===== src/rtl/cfg_chain_loader_if.sv =====
`default_nettype none
// ============================================================================
// Module   : cfg_chain_loader_if
// Brief    : Valid/ready word stream feeding the configuration chain loader.
// Revision : 1.0
// ============================================================================
interface cfg_chain_loader_if #(
    parameter int WORD_W = 8
);
    logic              in_valid;
    logic              in_ready;
    logic [WORD_W-1:0] in_data;

    modport master (
        output in_valid,
        output in_data,
        input  in_ready
    );

    modport slave (
        input  in_valid,
        input  in_data,
        output in_ready
    );
endinterface
`default_nettype wire


===== src/rtl/cfg_chain_loader.sv =====
`default_nettype none
// ============================================================================
// Module   : cfg_chain_loader
// Brief    : Serialises bitstream words into a scan configuration chain, then
//            releases it with CFGE; returns old chain contents as readback.
// Revision : 1.0
// ============================================================================
module cfg_chain_loader #(
    parameter int CHAIN_LEN = 64,
    parameter int WORD_W    = 8
) (
    input  wire logic         CK,
    input  wire logic         RST,
    input  wire logic         start,
    cfg_chain_loader_if.slave in_if,
    output logic              chain_si,
    output logic              chain_se,
    output logic              chain_ck_en,
    input  wire logic         chain_tail,
    output logic              cfg_en,
    output logic              busy,
    output logic              done,
    output logic              rb_valid,
    output logic              rb_bit
);
    localparam int c_cnt_w  = $clog2(CHAIN_LEN + 1);
    localparam int c_bcnt_w = $clog2(WORD_W + 1);

    localparam logic [c_cnt_w-1:0]  c_chain_len = c_cnt_w'(CHAIN_LEN);
    localparam logic [c_cnt_w-1:0]  c_chain_last = c_cnt_w'(CHAIN_LEN - 1);
    localparam logic [c_cnt_w-1:0]  c_cnt_one   = c_cnt_w'(1);
    localparam logic [c_bcnt_w-1:0] c_word_bits = c_bcnt_w'(WORD_W);
    localparam logic [c_bcnt_w-1:0] c_bcnt_one  = c_bcnt_w'(1);

    typedef enum logic [1:0] {
        IDLE  = 2'd0,
        SHIFT = 2'd1,
        DONE  = 2'd2
    } state_t;

    state_t               r_state;
    logic [c_cnt_w-1:0]   r_cnt;
    logic [c_bcnt_w-1:0]  r_bcnt;
    logic [WORD_W-1:0]    r_buf;
    logic                 r_in_ready;

    logic                 w_start;
    logic                 w_accept;
    logic                 w_shift;
    logic [c_cnt_w-1:0]   w_cnt_inc;
    logic [c_cnt_w-1:0]   w_nxt_cnt;
    logic [c_bcnt_w-1:0]  w_nxt_bcnt;
    logic                 w_nxt_in_shift;
    logic                 w_nxt_ready;

    assign in_if.in_ready = r_in_ready;

    assign w_start   = start && (r_state != SHIFT);
    assign w_accept  = in_if.in_valid && r_in_ready;
    assign w_shift   = (r_state == SHIFT) && (r_bcnt != '0);
    assign w_cnt_inc = r_cnt + c_cnt_one;
    assign w_nxt_cnt = w_start ? '0 : (w_shift ? w_cnt_inc : r_cnt);

    // Leftover bits of the word holding the final chain bit are discarded.
    always_comb begin
        w_nxt_bcnt = r_bcnt;
        if (w_start) begin
            w_nxt_bcnt = '0;
        end else if (w_accept) begin
            w_nxt_bcnt = c_word_bits;
        end else if (w_shift) begin
            w_nxt_bcnt = (w_cnt_inc == c_chain_len) ? '0 : (r_bcnt - c_bcnt_one);
        end
    end

    // in_ready is registered, so it is computed from next-cycle buffer state.
    assign w_nxt_in_shift = w_start || ((r_state == SHIFT) && (r_cnt != c_chain_len));
    assign w_nxt_ready    = w_nxt_in_shift && (w_nxt_cnt != c_chain_len) &&
                            ((w_nxt_bcnt == '0) ||
                             ((w_nxt_bcnt == c_bcnt_one) && (w_nxt_cnt < c_chain_last)));

    always_ff @(posedge CK or posedge RST) begin
        if (RST) begin
            r_state     <= IDLE;
            r_cnt       <= '0;
            r_bcnt      <= '0;
            r_buf       <= '0;
            r_in_ready  <= 1'b0;
            chain_si    <= 1'b0;
            chain_se    <= 1'b0;
            chain_ck_en <= 1'b0;
            cfg_en      <= 1'b0;
            busy        <= 1'b0;
            done        <= 1'b0;
            rb_valid    <= 1'b0;
            rb_bit      <= 1'b0;
        end else begin
            r_cnt      <= w_nxt_cnt;
            r_bcnt     <= w_nxt_bcnt;
            r_in_ready <= w_nxt_ready;
            done       <= 1'b0;
            rb_valid   <= chain_ck_en;
            if (chain_ck_en) begin
                rb_bit <= chain_tail;
            end
            if (w_accept) begin
                r_buf <= in_if.in_data;
            end else if (w_shift) begin
                r_buf <= r_buf >> 1;
            end

            case (r_state)
                IDLE, DONE: begin
                    if (start) begin
                        r_state     <= SHIFT;
                        cfg_en      <= 1'b0;
                        busy        <= 1'b1;
                        chain_se    <= 1'b1;
                        chain_ck_en <= 1'b0;
                    end
                end
                SHIFT: begin
                    if (r_cnt == c_chain_len) begin
                        r_state     <= DONE;
                        chain_se    <= 1'b0;
                        chain_ck_en <= 1'b0;
                        cfg_en      <= 1'b1;
                        done        <= 1'b1;
                        busy        <= 1'b0;
                    end else begin
                        chain_ck_en <= w_shift;
                        if (w_shift) begin
                            chain_si <= r_buf[0];
                        end
                    end
                end
                default: begin
                    r_state <= IDLE;
                end
            endcase
        end
    end
endmodule
`default_nettype wire

===== src/flat_wrapper.sv =====
// flat-port wrapper written by rule: the top's interface ports become plain ports
module cfg_chain_loader_flat 
#(
    parameter int CHAIN_LEN = 64,
    parameter int WORD_W    = 8
)
  (CK, RST, start, chain_si, chain_se, chain_ck_en, chain_tail, cfg_en, busy, done, rb_valid, rb_bit, in_if_in_valid, in_if_in_data, in_if_in_ready);
  cfg_chain_loader_if #(.WORD_W(WORD_W)) in_if_i ();
  input  wire logic CK;
  input  wire logic RST;
  input  wire logic start;
  output logic chain_si;
  output logic chain_se;
  output logic chain_ck_en;
  input  wire logic chain_tail;
  output logic cfg_en;
  output logic busy;
  output logic done;
  output logic rb_valid;
  output logic rb_bit;
  input wire logic [$bits(in_if_i.in_valid)-1:0] in_if_in_valid;
  input wire logic [$bits(in_if_i.in_data)-1:0] in_if_in_data;
  output wire logic [$bits(in_if_i.in_ready)-1:0] in_if_in_ready;
  assign in_if_i.in_valid = in_if_in_valid;
  assign in_if_i.in_data = in_if_in_data;
  assign in_if_in_ready = in_if_i.in_ready;
  cfg_chain_loader #(.CHAIN_LEN(CHAIN_LEN), .WORD_W(WORD_W)) u_core (.CK(CK), .RST(RST), .start(start), .in_if(in_if_i), .chain_si(chain_si), .chain_se(chain_se), .chain_ck_en(chain_ck_en), .chain_tail(chain_tail), .cfg_en(cfg_en), .busy(busy), .done(done), .rb_valid(rb_valid), .rb_bit(rb_bit));
endmodule

===== config.mk =====
export PLATFORM = sky130hd
export DESIGN_NAME = cfg_chain_loader_flat
export DESIGN_NICKNAME = d
export VERILOG_FILES = /design/src/rtl/cfg_chain_loader_if.sv /design/src/rtl/cfg_chain_loader.sv /design/src/flat_wrapper.sv
export SDC_FILE = /design/constraint.sdc
export NUM_CORES = 1
export LEC_CHECK = 0
export ABC_CLOCK_PERIOD_IN_PS = 2700
export BUFFER_PORTS_ARGS = -buffer_cell sky130_fd_sc_hd__buf_2
export CAP_MARGIN = 10
export CORE_ASPECT_RATIO = 1.2
export CORE_UTILIZATION = 29
export DETAILED_ROUTE_END_ITERATION = 8
export SLEW_MARGIN = 20
export SYNTH_ARGS = -nofsm -noshare
export SYNTH_HDL_FRONTEND = slang
export SYNTH_SLANG_ARGS = --single-unit

===== constraint.sdc =====
create_clock -name CK -period 2.7 [get_ports CK]
set_clock_uncertainty 0.2 [all_clocks]
set_input_delay 0.27 -clock CK [delete_from_list [all_inputs] [get_ports CK]]
set_output_delay 0.27 -clock CK [all_outputs]
set_load 0.005 [all_outputs]

# == Yosys cells after proc, flatten, opt, wreduce, memory -nomap -nowiden ==
# Cells that the tools add are included.
# W data, S select, Z words.
# totals
register_bits,29
out_inout_bits,9
elab_cells,66
# op_classes
add_sub_neg,2
n_lt_le_gt_ge,1
n_eq_ne,10
mux,21
n_bitwise,1
reduce_logical,19
# ops
cell,n
$mux W4,4
$mux W8,2
$eq A7 B7 Y1 const B,2
$mux W7,2
$ne A7 B7 Y1 const B,2
$add A7 B1 Y7 const B,1
$logic_and A1 B1 Y1,7
$lt A7 B6 Y1 const B,1
$mux W1,7
$pmux W1 S2,3
$reduce_and A3 Y1,2
$eq A4 B1 Y1 const B,1
$logic_not A4 Y1,1
$mux W2,2
$ne A2 B2 Y1 const B,2
$pmux W2 S2,1
$reduce_and A2 Y1,2
$reduce_bool A2 Y1,2
$reduce_bool A4 Y1,1
$sub A4 B1 Y4 const B,1
$eq A2 B1 Y1 const B,1
$eq A2 B2 Y1 const B,1
$logic_not A2 Y1,1
$logic_or A1 B1 Y1,2
3 further kinds,3

# == Logic depth before layout (Yosys ltp) ==
# depth
ltp_word,10
mapped_depth,8
ltp_nobuf,8

# == Worst setup path after synthesis ==
# Ideal clock, no wire load.
# synth_timing
kind,register to register
from,register u_core.r_bcnt[0]
to,register u_core.r_in_ready (netlist: u_core.in_if.in_ready)
t_arrival_ns,2.067
t_required_ns,2.389
path_slack_ns,0.321
path_stages_with_launch,9
path_buffers,0
synth_period_minus_slack_ns,2.379
cell_sequence,dfrtp_1 > inv_1 > ha_1 > or3b_4 > nand4_1 > mux2_2 > nand2_1 > nor4_2 > a2111oi_2
# synth_via
elab_chain_cells,9
elab_cells_between_ends,17
classes_between,1 x add/sub; 1 x order compare; 2 x eq/ne; 6 x mux; 7 x reduce/logical
# synth_lines
item,line,text
"start, declared",cfg_chain_loader.sv:43,logic [c_bcnt_w-1:0] r_bcnt;
"start signal, assigned",cfg_chain_loader.sv:99,r_bcnt <= w_nxt_bcnt;
$sub A4 B1 Y4 / $reduce_bool A4 Y1 (equally long branches),"cfg_chain_loader.sv:72, cfg_chain_loader.sv:60",
$mux W4 / $logic_and A1 B1 Y1 (equally long branches),"cfg_chain_loader.sv:72, cfg_chain_loader.sv:60",
$mux W4,cfg_chain_loader.sv:71,end else if (w_shift) begin
$mux W4,cfg_chain_loader.sv:69,end else if (w_accept) begin
$mux W4,cfg_chain_loader.sv:67,if (w_start) begin
$eq A4 B1 Y1,cfg_chain_loader.sv:80,((w_nxt_bcnt == c_bcnt_one) && (w_nxt_cnt < c_chain_last)));
$logic_and A1 B1 Y1,cfg_chain_loader.sv:80,
$logic_or A1 B1 Y1,cfg_chain_loader.sv:79,((w_nxt_bcnt == '0) ||
$logic_and A1 B1 Y1 (*),cfg_chain_loader.sv:78,assign w_nxt_ready = w_nxt_in_shift && (w_nxt_cnt != c_chain_len) &&
via u_core.w_nxt_ready,cfg_chain_loader.sv:54,logic w_nxt_ready;
"end signal, assigned",cfg_chain_loader.sv:100,r_in_ready <= w_nxt_ready;
"end, declared",cfg_chain_loader.sv:45,logic r_in_ready;
# The timed path passes the listed nets; every way through them passes the cells marked *.
# A chain may end at the register's enable or synchronous reset.

# == Final worst setup path ==
# Ends and elaborated chain as after synthesis.

==> impl_metrics.tcl <==
set metrics [dict create \
    dp_cells 249 \
    whs_ps 27.86 \
    cts-buffers-inserted 5 \
    ir_drop_uv 561.6 \
    viasPerCell 5.049 \
    die_y_um 84.33 \
    route.detailed.drc 0 \
    routed.top_layer "met4" \
    tightest_slew_ps 544.0 \
    core_area_sq_um 5370 \
    cp.buffers_inverters 1 \
    port_buffers 21 \
    finalCriticalPeriod_ps 2491 \
    routedWlPerCell_um 13.12 \
    async_reset_ff_share_pct 100.0 \
    syn_nets 183 \
    synth_edf_count 0 \
    netlist_area_sq_um 1638 \
    final_util_pct 38.12 \
    path_delay_family "simple AND/OR/NAND/NOR gates" \
    fp.dieArea_sq_um 5954 \
    max_stage_delay_ps 450 \
    die_w_um 70.61 \
    synth_seq_cells 29 \
    clk_latency_ps 280 \
    cts_root_buf "clkbuf_8" \
    cts_sinks 29 \
    n_fill_cell 546 \
    status "completed" \
    p_leak_nw 0.9736 \
    synthCells 167 \
    worstPathCellList "inv_1 -> ha_2 -> or3b_4 -> nand4_1 -> mux2_2 -> nand2_1 -> nor4_2 -> a2111oi_2" \
    cp-start-kind "register" \
    crit_type "reg2reg" \
    rsz0062_at_grt "false" \
    synth.distinct_cells 48 \
    grt_max_degree 20 \
    worstHoldStart "chain_tail" \
    netlist_top_cells_area "dfrtp_1 44%, mux2i_1 6.1%, nand2_1 4.8%" \
    worstSetupStartpoint "u_core.r_bcnt[0]" \
    first_global_vias 1340 \
    grt_pass1_wl_mm 6.285 \
    drtPass1Iterations 4 \
    vias 1343 \
    initialDrtViolationCount 56 \
    wl_mm 3.491 \
    antenna_cells 0 \
    nets 219 \
    antenna_found_initial 0 \
    areaGrowthSynthToFinish_pct 24.98 \
    fin_area_sq_um 2047 \
    synth_flop_cell "dfrtp_1" \
    cts_tree "yes" \
    setup_viol 0 \
    maxCapViolCount 0 \
    crit_path_end_kind "register" \
    initial_core_util_pct 30.50 \
    ant_nets 0 \
    crit_slowest_cell "dfrtp_1" \
    wl_met1_mm 1.558 \
    synth_top_cell_by_area "dfrtp_1" \
    ys_seq_area_share_pct 44.31 \
    path_clk_slew_ps 70 \
    max_slew_margin_pct 63.73 \
    grt_overflow 0 \
    cts.path.max_buffers 2 \
    syn_avg_cell_area_sq_um 9.807 \
    path_max_fanout 8 \
    hold_path.class "in2reg" \
    r2r_start "u_core.r_bcnt[0]" \
    ys_warn_count 0 \
    place_area_sq_um 1821 \
    wl_met2_mm 1.672 \
    drive_gt1_share_pct 26.47 \
    synth_top_cell_area_share_pct 44.31 \
    stdcell_count 266 \
    grt_usage_pct 13.43 \
    critPathArrivalTime_ps 2470 \
    drv_slew 0 \
    max_freq_mhz 401.5 \
    fin_crit_sh_pct 92.24 \
    place_congestion 0.8743 \
    hold_violations 0 \
    rows 29 \
    setup_tns_ps 0 \
    required_ps 2680 \
    h-tree-depth 2 \
    ios 22 \
    met3_length_um 156 \
    power_density_nw_per_um2 1143 \
    hpwl_mm 2.512 \
]
final cells by class:
| class | instances | area [sq um] | share of cell area [%] |
|---|---|---|---|
| clock inverters | 3 | 65.06 | 3.178 |
| well taps | 62 | 77.57 | 3.790 |
| repair buffers | 35 | 232.7 | 11.37 |
| flip-flops and latches | 29 | 725.7 | 35.45 |
| multi-input cells | 120 | 832.0 | 40.65 |
| clock buffers | 5 | 68.82 | 3.362 |
| inverters | 12 | 45.04 | 2.200 |
kinds of logic after synthesis:
family	share of synthesized area (%)
mux	9.091
buf+inv	5.042
xor+xnor	2.063
simple gates	21.39
compound gates	15.81
fa+ha+maj	2.292
flops	44.31
repair_timing:
action                     CTS  global route
setup endpoints to repair    0             1
hold buffers                 9             0
gates resized for setup      0             1
hold endpoints to repair    20             0
buffers inserted             0             0
worst register-to-register path, stage by stage (launching register included):
cell       delay, ps
dfrtp_1          450
inv_1             90
ha_2             240
or3b_4           440
nand4_1          120
mux2_2           370
nand2_1           90
nor4_2            50
a2111oi_2        360
state kept, by name (all words and copies together), names as in the netlist, 2 cells and up:
| signal | count |
|---|---|
| u_core.r_state | 2 |
| u_core.r_buf | 8 |
| u_core.r_cnt | 7 |
| u_core.r_bcnt | 4 |
synth_stat cells (3+ instances only):
cell / count
ha_1: 3
o21ai_0: 11
mux2i_1: 10
nor2_1: 13
buf_4: 4
nand3_1: 4
nand2_1: 21
nand4_1: 5
dfrtp_1: 29
a21oi_1: 5
mux2_2: 3
inv_1: 12
per-stage QoR:
| step | power, mW | worst slack (ps) |
|---|---|---|
| after CTS | 2.346 | 186.1 |
| after detailed placement | 1.787 | 181.0 |
| final | 2.340 | 209.5 |
| after global placement | 1.775 | 233.9 |
| after floorplan | 1.536 | 321.3 |
| after global routing | 2.538 | 64.56 |
where the power goes:
part,switching (mW),total [mW],internal (mW),leakage [nW]
logic,0.553,1.04,0.490,0.543
clock network,0.174,0.541,0.366,0.0681
registers,0.160,0.756,0.596,0.363
layout by cell type (no fill, tap or decap), types with 2 or more instances in the layout:
| cell | synthesis | final |
|---|---|---|
| a211oi_1 | 2 | 2 |
| a21o_1 | 2 | 2 |
| a21oi_1 | 5 | 5 |
| a31o_2 | 2 | 2 |
| a31oi_1 | 2 | 2 |
| buf_2 | 0 | 21 |
| buf_4 | 4 | 5 |
| bufinv_16 | 0 | 2 |
| clkbuf_8 | 0 | 5 |
| dfrtp_1 | 29 | 29 |
| dlygate4sd3_1 | 0 | 9 |
| ha_1 | 3 | 2 |
| inv_1 | 12 | 12 |
| mux2_2 | 3 | 3 |
| mux2i_1 | 10 | 10 |
| nand2_1 | 21 | 21 |
| nand2b_1 | 2 | 2 |
| nand3_1 | 4 | 4 |
| nand4_1 | 5 | 5 |
| nor2_1 | 13 | 13 |
| nor3b_1 | 2 | 2 |
| nor4_1 | 2 | 2 |
| o21ai_0 | 11 | 11 |
| o21ai_2 | 2 | 2 |
| o31ai_1 | 2 | 2 |
| xnor2_1 | 2 | 2 |
layer usage:
metal / GRT usage, % / up-vias
li1: - / 670
met1: 17.41 / 618
met2: 21.01 / 43
met3: 2.881 / 12
met4: 7.091 / 0
met5: 0 / -
worst paths after layout:
| check | to | slack (ps) | depth (start not counted) |
|---|---|---|---|
| worst max-delay path | u_core.in_if.in_ready | 210 | 8 |
| worst max register to register | u_core.in_if.in_ready | 210 | 8 |
| max in group asynchronous | u_core.r_buf[5] | 1330 | 4 |
| worst min register to register | u_core.rb_valid | 240 | 0 |
| worst min-delay path | u_core.rb_bit | 30 | 2 |
| min in group asynchronous | u_core.chain_ck_en | 350 | 3 |
Note: power is estimated with default switching activity, not from simulation.
